$ cat src/rtl/ps2_keyboard_rx_if.sv
// ps2_keyboard_rx_if: PS/2 line inputs plus scan-code and cursor/colour outputs
interface ps2_keyboard_rx_if;
   logic       iPS2_CLK;
   logic       iPS2_DATA;
   logic [7:0] oScanCode;
   logic       oScanValid;
   logic       oRxError;
   logic [3:0] oColor;
   logic [7:0] oXRedCounter;
   logic [7:0] oYRedCounter;
   modport master (output iPS2_CLK, iPS2_DATA,
                   input oScanCode, oScanValid, oRxError, oColor, oXRedCounter, oYRedCounter);
   modport slave (input iPS2_CLK, iPS2_DATA,
                  output oScanCode, oScanValid, oRxError, oColor, oXRedCounter, oYRedCounter);
endinterface

$ cat src/rtl/ps2_keyboard_rx.sv
// ps2_keyboard_rx: PS/2 frame receiver driving the red-square position and colour
module ps2_keyboard_rx #(
   parameter int         TIMEOUT_CYCLES = 100000,
   parameter logic [7:0] X_MAX          = 8'd251,
   parameter logic [7:0] Y_MAX          = 8'd251,
   parameter logic [7:0] STEP           = 8'd4
) (
   input logic              Clock,
   input logic              Reset,
   ps2_keyboard_rx_if.slave bus
);
   localparam logic [1:0] IDLE = 2'd0, DATA = 2'd1, PARITY = 2'd2, STOP = 2'd3;
   localparam int TW = $clog2(TIMEOUT_CYCLES + 1);
   logic [2:0]    clkSync;
   logic [1:0]    dataSync;
   logic [1:0]    state;
   logic [2:0]    bitCnt;
   logic [7:0]    shiftReg;
   logic          parityBit;
   logic [TW-1:0] timeoutCnt;
   logic          breakFlag, extFlag;
   logic          fall, din, good;
   logic [8:0]    xInc, xDec, yInc, yDec;
   assign fall = clkSync[2] & ~clkSync[1];
   assign din  = dataSync[1];
   assign good = din & (^{shiftReg, parityBit});
   // Bit 8 of the 9-bit sums flags overflow past 255 or borrow below 0
   assign xInc = {1'b0, bus.oXRedCounter} + {1'b0, STEP};
   assign xDec = {1'b0, bus.oXRedCounter} - {1'b0, STEP};
   assign yInc = {1'b0, bus.oYRedCounter} + {1'b0, STEP};
   assign yDec = {1'b0, bus.oYRedCounter} - {1'b0, STEP};
   always_ff @(posedge Clock or negedge Reset)
      if (!Reset) begin
         clkSync  <= '0;
         dataSync <= '0;
      end else begin
         clkSync  <= {clkSync[1:0], bus.iPS2_CLK};
         dataSync <= {dataSync[0], bus.iPS2_DATA};
      end
   always_ff @(posedge Clock or negedge Reset)
      if (!Reset) begin
         state          <= IDLE;
         bitCnt         <= '0;
         shiftReg       <= '0;
         parityBit      <= 1'b0;
         timeoutCnt     <= '0;
         bus.oScanCode  <= '0;
         bus.oScanValid <= 1'b0;
         bus.oRxError   <= 1'b0;
      end else begin
         bus.oScanValid <= 1'b0;
         bus.oRxError   <= 1'b0;
         timeoutCnt     <= (state == IDLE || fall) ? '0 : timeoutCnt + 1'b1;
         if (state != IDLE && !fall && timeoutCnt == TW'(TIMEOUT_CYCLES - 1)) begin
            state      <= IDLE;
            timeoutCnt <= '0;
         end else if (fall) begin
            case (state)
               IDLE: begin
                  state  <= din ? IDLE : DATA;
                  bitCnt <= '0;
               end
               DATA: begin
                  shiftReg <= {din, shiftReg[7:1]};
                  bitCnt   <= bitCnt + 1'b1;
                  state    <= (bitCnt == 3'd7) ? PARITY : DATA;
               end
               PARITY: begin
                  parityBit <= din;
                  state     <= STOP;
               end
               default: begin
                  state          <= IDLE;
                  bus.oScanValid <= good;
                  bus.oRxError   <= ~good;
                  if (good) bus.oScanCode <= shiftReg;
               end
            endcase
         end
      end
   always_ff @(posedge Clock or negedge Reset)
      if (!Reset) begin
         breakFlag        <= 1'b0;
         extFlag          <= 1'b0;
         bus.oColor       <= '0;
         bus.oXRedCounter <= '0;
         bus.oYRedCounter <= '0;
      end else if (bus.oScanValid) begin
         if (bus.oScanCode == 8'hE0) extFlag <= 1'b1;
         else if (bus.oScanCode == 8'hF0) breakFlag <= 1'b1;
         else if (breakFlag) begin
            breakFlag <= 1'b0;
            extFlag   <= 1'b0;
         end else begin
            extFlag <= 1'b0;
            if (!extFlag) begin
               if (bus.oScanCode == 8'h1D) bus.oYRedCounter <= yDec[8] ? '0 : yDec[7:0];
               if (bus.oScanCode == 8'h1B) bus.oYRedCounter <= (yInc > {1'b0, Y_MAX}) ? Y_MAX : yInc[7:0];
               if (bus.oScanCode == 8'h1C) bus.oXRedCounter <= xDec[8] ? '0 : xDec[7:0];
               if (bus.oScanCode == 8'h23) bus.oXRedCounter <= (xInc > {1'b0, X_MAX}) ? X_MAX : xInc[7:0];
               if (bus.oScanCode == 8'h2D) bus.oColor <= bus.oColor + 1'b1;
            end
         end
      end
endmodule

$ cat src/flat_wrapper.sv
// flat-port wrapper written by rule: the top's interface ports become plain ports
module ps2_keyboard_rx_flat 
#(
   parameter int         TIMEOUT_CYCLES = 100000,
   parameter logic [7:0] X_MAX          = 8'd251,
   parameter logic [7:0] Y_MAX          = 8'd251,
   parameter logic [7:0] STEP           = 8'd4
)
  (Clock, Reset, bus_iPS2_CLK, bus_iPS2_DATA, bus_oScanCode, bus_oScanValid, bus_oRxError, bus_oColor, bus_oXRedCounter, bus_oYRedCounter);
  ps2_keyboard_rx_if bus_i ();
  input logic Clock;
  input logic Reset;
  input wire logic [$bits(bus_i.iPS2_CLK)-1:0] bus_iPS2_CLK;
  input wire logic [$bits(bus_i.iPS2_DATA)-1:0] bus_iPS2_DATA;
  output wire logic [$bits(bus_i.oScanCode)-1:0] bus_oScanCode;
  output wire logic [$bits(bus_i.oScanValid)-1:0] bus_oScanValid;
  output wire logic [$bits(bus_i.oRxError)-1:0] bus_oRxError;
  output wire logic [$bits(bus_i.oColor)-1:0] bus_oColor;
  output wire logic [$bits(bus_i.oXRedCounter)-1:0] bus_oXRedCounter;
  output wire logic [$bits(bus_i.oYRedCounter)-1:0] bus_oYRedCounter;
  assign bus_i.iPS2_CLK = bus_iPS2_CLK;
  assign bus_i.iPS2_DATA = bus_iPS2_DATA;
  assign bus_oScanCode = bus_i.oScanCode;
  assign bus_oScanValid = bus_i.oScanValid;
  assign bus_oRxError = bus_i.oRxError;
  assign bus_oColor = bus_i.oColor;
  assign bus_oXRedCounter = bus_i.oXRedCounter;
  assign bus_oYRedCounter = bus_i.oYRedCounter;
  ps2_keyboard_rx #(.TIMEOUT_CYCLES(TIMEOUT_CYCLES), .X_MAX(X_MAX), .Y_MAX(Y_MAX), .STEP(STEP)) u_core (.Clock(Clock), .Reset(Reset), .bus(bus_i));
endmodule
$ cat config.mk
export PLATFORM = sky130hd
export DESIGN_NAME = ps2_keyboard_rx_flat
export DESIGN_NICKNAME = d
export VERILOG_FILES = /design/src/rtl/ps2_keyboard_rx_if.sv /design/src/rtl/ps2_keyboard_rx.sv /design/src/flat_wrapper.sv
export SDC_FILE = /design/constraint.sdc
export NUM_CORES = 1
export LEC_CHECK = 0
export ABC_AREA = 1
export BUFFER_PORTS_ARGS = -buffer_cell sky130_fd_sc_hd__buf_2
export CORE_MARGIN = 1
export CORE_UTILIZATION = 55
export CTS_CLUSTER_DIAMETER = 120
export DETAILED_ROUTE_END_ITERATION = 8
export PLACE_DENSITY_LB_ADDON = 0.25
export SYNTH_ARGS = -nofsm -noshare
export SYNTH_HDL_FRONTEND = slang
export SYNTH_SLANG_ARGS = --single-unit
$ cat constraint.sdc
create_clock -name Clock -period 2.95 [get_ports Clock]
set_input_delay 0.59 -clock Clock [delete_from_list [all_inputs] [get_ports Clock]]
set_output_delay 0.59 -clock Clock [all_outputs]
set_load 0.005 [all_outputs]
# Word level (Yosys, flattened, before mapping)
# Index checks and enable logic that the tools add are counted.
[word_totals]
ff_bits = 68
in_bits = 4
elab_cells = 92
out_inout_bits = 30
[classes]
n_reduce_logical = 21
n_bitwise = 10
addsub = 7
eq_ne = 12
magnitude_cmp = 2
mux = 25
[op_table]
columns = ["op", "count"]
rows = [
  ["8-bit 2-to-1 mux", 8],
  ["17-bit 2-to-1 mux", 2],
  ["8-bit by 5-bit == test with 1-bit output, second input constant", 3],
  ["8-bit by 3-bit adder with 9-bit output, second input constant", 2],
  ["9-bit by 8-bit greater-than comparator with 1-bit output, second input constant", 2],
  ["6-bit AND reduction", 3],
  ["8-bit by 3-bit subtractor with 9-bit output, second input constant", 2],
  ["17-bit by 1-bit adder with 17-bit output, second input constant", 1],
  ["17-bit == test, second input constant", 1],
  ["8-bit by 6-bit == test with 1-bit output, second input constant", 2],
  ["8-bit == test, second input constant", 2],
  ["1-bit 2-to-1 mux", 10],
  ["2-bit nonzero test", 5],
  ["3-bit AND reduction", 3],
  ["9-bit XOR reduction", 1],
  ["1-bit inverter", 8],
  ["2-bit 2-to-1 mux", 3],
  ["2-bit case mux with 3 select lines", 1],
  ["3-bit case mux with 2 select lines", 1],
  ["4-bit by 1-bit adder with 4-bit output, second input constant", 1],
  ["2-bit AND reduction", 2],
  ["4-bit AND reduction", 1],
  ["3-bit by 1-bit adder with 3-bit output, second input constant", 1],
  ["3-bit == test, second input constant", 1],
  ["other kinds (9)", 11],
]

# Longest topological paths before layout
[depth]
depth_word = 7
mapped_depth = 12
mapped_depth_nobuf = 12

# Worst setup path before layout
# Ideal clock, no wire load.
[synth_path]
kind = "register -> register"
from = "register u_core.bus.oXRedCounter[2]"
to = "register u_core.bus.oXRedCounter[2]"
t_arrival_ns = 1.394
setup_time_ns = 0.118
path_stages_with_launch = 10
setup_slack_ns = 1.438
synth_period_minus_slack_ns = 1.512
required_time_ns = 2.832
path_buffers = 0
cell_sequence = "dfrtp_1 inv_1 ha_1 nand3_1 nor2_1 nand2_1 o21ai_2 nand2_1 nand2_1 o21ai_2"
[synth_between]
elab_chain_len = 4
word_cells_on_any_way = 7
classes_between = "add/sub: 2; order compare: 1; mux: 4"
[synth_lines]
columns = ["item", "line_no", "rtl"]
rows = [
  ["from (decl)", "ps2_keyboard_rx_if.sv:14", "output oScanCode, oScanValid, oRxError, oColor, oXRedCounter, oYRedCounter);"],
  ["from (signal assigned)", "ps2_keyboard_rx.sv:99", "if (bus.oScanCode == 8'h1C) bus.oXRedCounter <= xDec[8] ? '0 : xDec[7:0];"],
  ["from (signal assigned)", "ps2_keyboard_rx.sv:100", "if (bus.oScanCode == 8'h23) bus.oXRedCounter <= (xInc > {1'b0, X_MAX}) ? X_MAX : xInc[7:0];"],
  ["8-bit by 3-bit adder with 9-bit output / 8-bit by 3-bit subtractor with 9-bit output (equally long branches)", "ps2_keyboard_rx.sv:28, ps2_keyboard_rx.sv:29", ""],
  ["9-bit by 8-bit greater-than comparator with 1-bit output / 8-bit 2-to-1 mux (equally long branches)", "ps2_keyboard_rx.sv:100, ps2_keyboard_rx.sv:99", ""],
  ["8-bit 2-to-1 mux (on tied branches)", "ps2_keyboard_rx.sv:100, ps2_keyboard_rx.sv:99", ""],
  ["8-bit 2-to-1 mux *", "ps2_keyboard_rx.sv:100", ""],
]
# Every way passes the cells marked *; elsewhere a longest branch is shown, timed or not. The select of a mux whose other input is x is not followed.
# A chain may end at the register's enable or synchronous reset.

# Worst setup path after layout
[layout_path]
from = "register u_core.bus.oYRedCounter[2]"
to = "register u_core.bus.oYRedCounter[3]"
[layout_between]
elab_chain_len = 4
word_cells_on_any_way = 7
classes_between = "add/sub: 2; order compare: 1; mux: 4"
[layout_lines]
columns = ["item", "line_no", "rtl"]
rows = [
  ["from (decl)", "ps2_keyboard_rx_if.sv:14", ""],
  ["from (signal assigned)", "ps2_keyboard_rx.sv:97", "if (bus.oScanCode == 8'h1D) bus.oYRedCounter <= yDec[8] ? '0 : yDec[7:0];"],
  ["from (signal assigned)", "ps2_keyboard_rx.sv:98", "if (bus.oScanCode == 8'h1B) bus.oYRedCounter <= (yInc > {1'b0, Y_MAX}) ? Y_MAX : yInc[7:0];"],
  ["8-bit by 3-bit adder with 9-bit output / 8-bit by 3-bit subtractor with 9-bit output (equally long branches)", "ps2_keyboard_rx.sv:30, ps2_keyboard_rx.sv:31", ""],
  ["9-bit by 8-bit greater-than comparator with 1-bit output / 8-bit 2-to-1 mux (equally long branches)", "ps2_keyboard_rx.sv:98, ps2_keyboard_rx.sv:97", ""],
  ["8-bit 2-to-1 mux (on tied branches)", "ps2_keyboard_rx.sv:98, ps2_keyboard_rx.sv:97", ""],
  ["8-bit 2-to-1 mux *", "ps2_keyboard_rx.sv:98", ""],
]
# Marked as above.

==> run_results.csv <==
group,metric,value,unit
worst_setup_path,worstPathRequired,3190,ps
power_and_ir_drop,powerDensity,513,nW/µm²
worst_setup_path,path_max_fanout,7,
layout,final_common_cell,"nand2_1",
layout,final_cell_mix,"127 x nand2_1, 66 x dfrtp_1, 64 x inv_1",
die,row_count,30,
route,wire_per_inst,12.6,µm
worst_setup_path,crit_type,"reg -> reg",
clock_network,cts_buffers,9,
synth,synth_top_cell_area_share,40.6,%
outcome,status,"completed",
grt,grt_pass1_vias,3249,
worst_setup_path,critPathLaunchType,"flip-flop",
sta,fin_hold_ws,315,ps
route,drc,0,
grt,grt_overflow_total,0,
synth,synth-warning-count,0,
die,io_pins,34,
clock_network,clockBufferDepth,2,
route,ant_nets,0,
clock_network,cts.repair.resized,0,
sta,hold_violations,0,
die,start_util,58.3,%
placed_design,port_buffers,33,
die,die_x,88.0,µm
sta,tightest_slew,769,ps
synth,async_flop_share,100,%
sta,skew,10.1,ps
grt,grt_max_degree,34,
placed_design,routabilityCongestion,0.902,
worst_setup_path,crit_arrival,1980,ps
sta,finalMaxSlewViolations,0,
synth,ys.flop_type,"dfrtp_1",
worst_setup_path,reg2reg_depth,9,
grt,grt_pass1_wl,14600,µm
sta,relSlewSlack,48.7,%
synth,ys_top_cells_by_area,"dfrtp_1 41%, nand2_1 12%, inv_1 5.9%",
sta,rsz0062_at_grt,"no",
worst_setup_path,critPathCaptureType,"flip-flop",
clock_network,cts_sinks,66,
grt,antenna_found_initial,0,
synth,syn_inst,518,
power_and_ir_drop,p_leak,2.31,nW
run,cap_violations,0,
sta,setup_violations,0,
sta,finalCritPeriodShare,59.0,%
clock_network,htreeDepth,3,
synth,yosysSeqAreaShare,40.6,%
die,coreArea,6980,µm²
synth,avgSynthCellArea,7.86,µm²
clock_network,root_buffer,"clkbuf_8",
layout,area_growth,12.0,%
synth,synth_area_leader_cell,"dfrtp_1",
synth,ys_ff_latch,66,
layout,n_fill_cell,605,
sta,tns,0,ps
clock_network,clk_latency,350,ps
die,die-height,88.0,µm
clock_network,clkTransAtPathRegs,70,ps
placed_design,dp_hpwl,6250,µm
layout,drive_above_1_share,21.3,%
route,vias,3375,
sta,period_needed,1740,ps
power_and_ir_drop,vdd_ir_drop_max,0.000405,V
route,drt-initial-drc-count,253,
synth,synth_cell_types,41,
clock_network,cts_tree,"built",
die,die_area,7750,µm²
layout,n_antenna_cell,0,
clock_network,postCtsSetupBuffers,0,
min_path,min_path_type,"in -> async",
layout,final_nets,573,
synth,syn_area,4070,µm²
route,dr.pass1.iters,4,
route,viasPerCell,5.11,
route,routed_wl,8350,µm
synth,syn-num-nets,532,
sta,max_freq,575,MHz
grt,grtUsageTotal,24.6,%
synth,synth-edff-count,0,
clock_network,ctsHoldBuffers,0,
-- worst max-delay path, stage by stage, from the launching register on --
cell,delay [ps]
dfrtp_1,440
inv_1,130
ha_1,200
nand2_1,80
nor3_1,260
nor2_1,120
inv_1,100
o21ai_0,130
nor2_2,140
nor2_2,40
-- routing by layer --
layer  routed length [µm]  up-vias  GRT usage (%)
met3                  339       14           4.81
li1                     -     1726              -
met1                 3790     1561           31.2
met4                  142        0           10.9
met5                    0        -              0
met2                 4070       74           40.8
-- final cells by class --
| class | count | area [µm²] | area share (%) |
|---|---|---|---|
| well taps | 96 | 120 | 2.64 |
| flip-flops and latches | 66 | 1650 | 36.2 |
| inverters | 74 | 283 | 6.20 |
| repair buffers | 35 | 180 | 3.95 |
| multi-input cells | 373 | 2100 | 46.2 |
| clock inverters | 5 | 77.6 | 1.70 |
| clock buffers | 11 | 141 | 3.10 |
-- Yosys cell counts, types with 9 or more instances --
library cell / instances
nor2_1: 60
ha_1: 10
o21ai_0: 25
nand2_1: 127
inv_2: 9
inv_1: 64
nand3_1: 30
dfrtp_1: 66
nand4_1: 11
nand2_2: 14
a21oi_1: 10
nor2_2: 9
xor2_1: 14
-- flip-flops by register name, indices dropped and copies added, names as in the netlist, 2 cells and up --
name,cells
u_core.bus.oScanCode,8
u_core.dataSync,2
u_core.clkSync,3
u_core.bus.oXRedCounter,7
u_core.bus.oYRedCounter,7
u_core.timeoutCnt,17
u_core.bitCnt,3
u_core.bus.oColor,4
u_core.state,2
u_core.shiftReg,8
-- report_power, final --
| part | internal, mW | total (mW) | switching [mW] | leakage, nW |
|---|---|---|---|---|
| clock | 0.496 | 0.849 | 0.353 | 0.109 |
| combinational | 0.161 | 0.463 | 0.302 | 1.30 |
| sequential | 0.961 | 1.03 | 0.0665 | 0.897 |
| total | 1.62 | 2.34 | 0.722 | 2.31 |
-- cell families after synthesis --
family | synth area share (%)
xor gates and xnor gates | 4.09
DFF | 40.6
adders and majority gates | 3.08
AOI/OAI and AO/OA | 7.29
and+or+nand+nor | 37.3
buffers and inverters | 7.69
-- path summary, 6_finish.rpt --
kind,from,to,slack [ps]
setup / recovery,u_core.bus.oYRedCounter[2],u_core.bus.oYRedCounter[3],1210
hold / removal,Reset,u_core.bus.oYRedCounter[2],320
setup reg to reg,u_core.bus.oYRedCounter[2],u_core.bus.oYRedCounter[3],1210
hold reg to reg,u_core.clkSync[0],u_core.clkSync[1],350
max in group asynchronous,Reset,u_core.timeoutCnt[2],1890
min in group Clock,bus_iPS2_DATA,u_core.dataSync[0],340
-- stage by stage --
stage / cell area, µm² / std cells / power (mW) / util [%] / worst slack (ps)
CTS: 4560 / 660 / 2.35 / 65.3 / 1230
finish: 4560 / 660 / 2.34 / 65.3 / 1210
global placement: 4340 / 644 / 1.49 / 62.2 / 1350
global route: 4560 / 660 / 2.47 / 65.3 / 1070
detailed placement: 4340 / 644 / 1.51 / 62.2 / 1250
floorplan: 4070 / 518 / 1.41 / - / 1440
(Power assumes the default switching activity.)
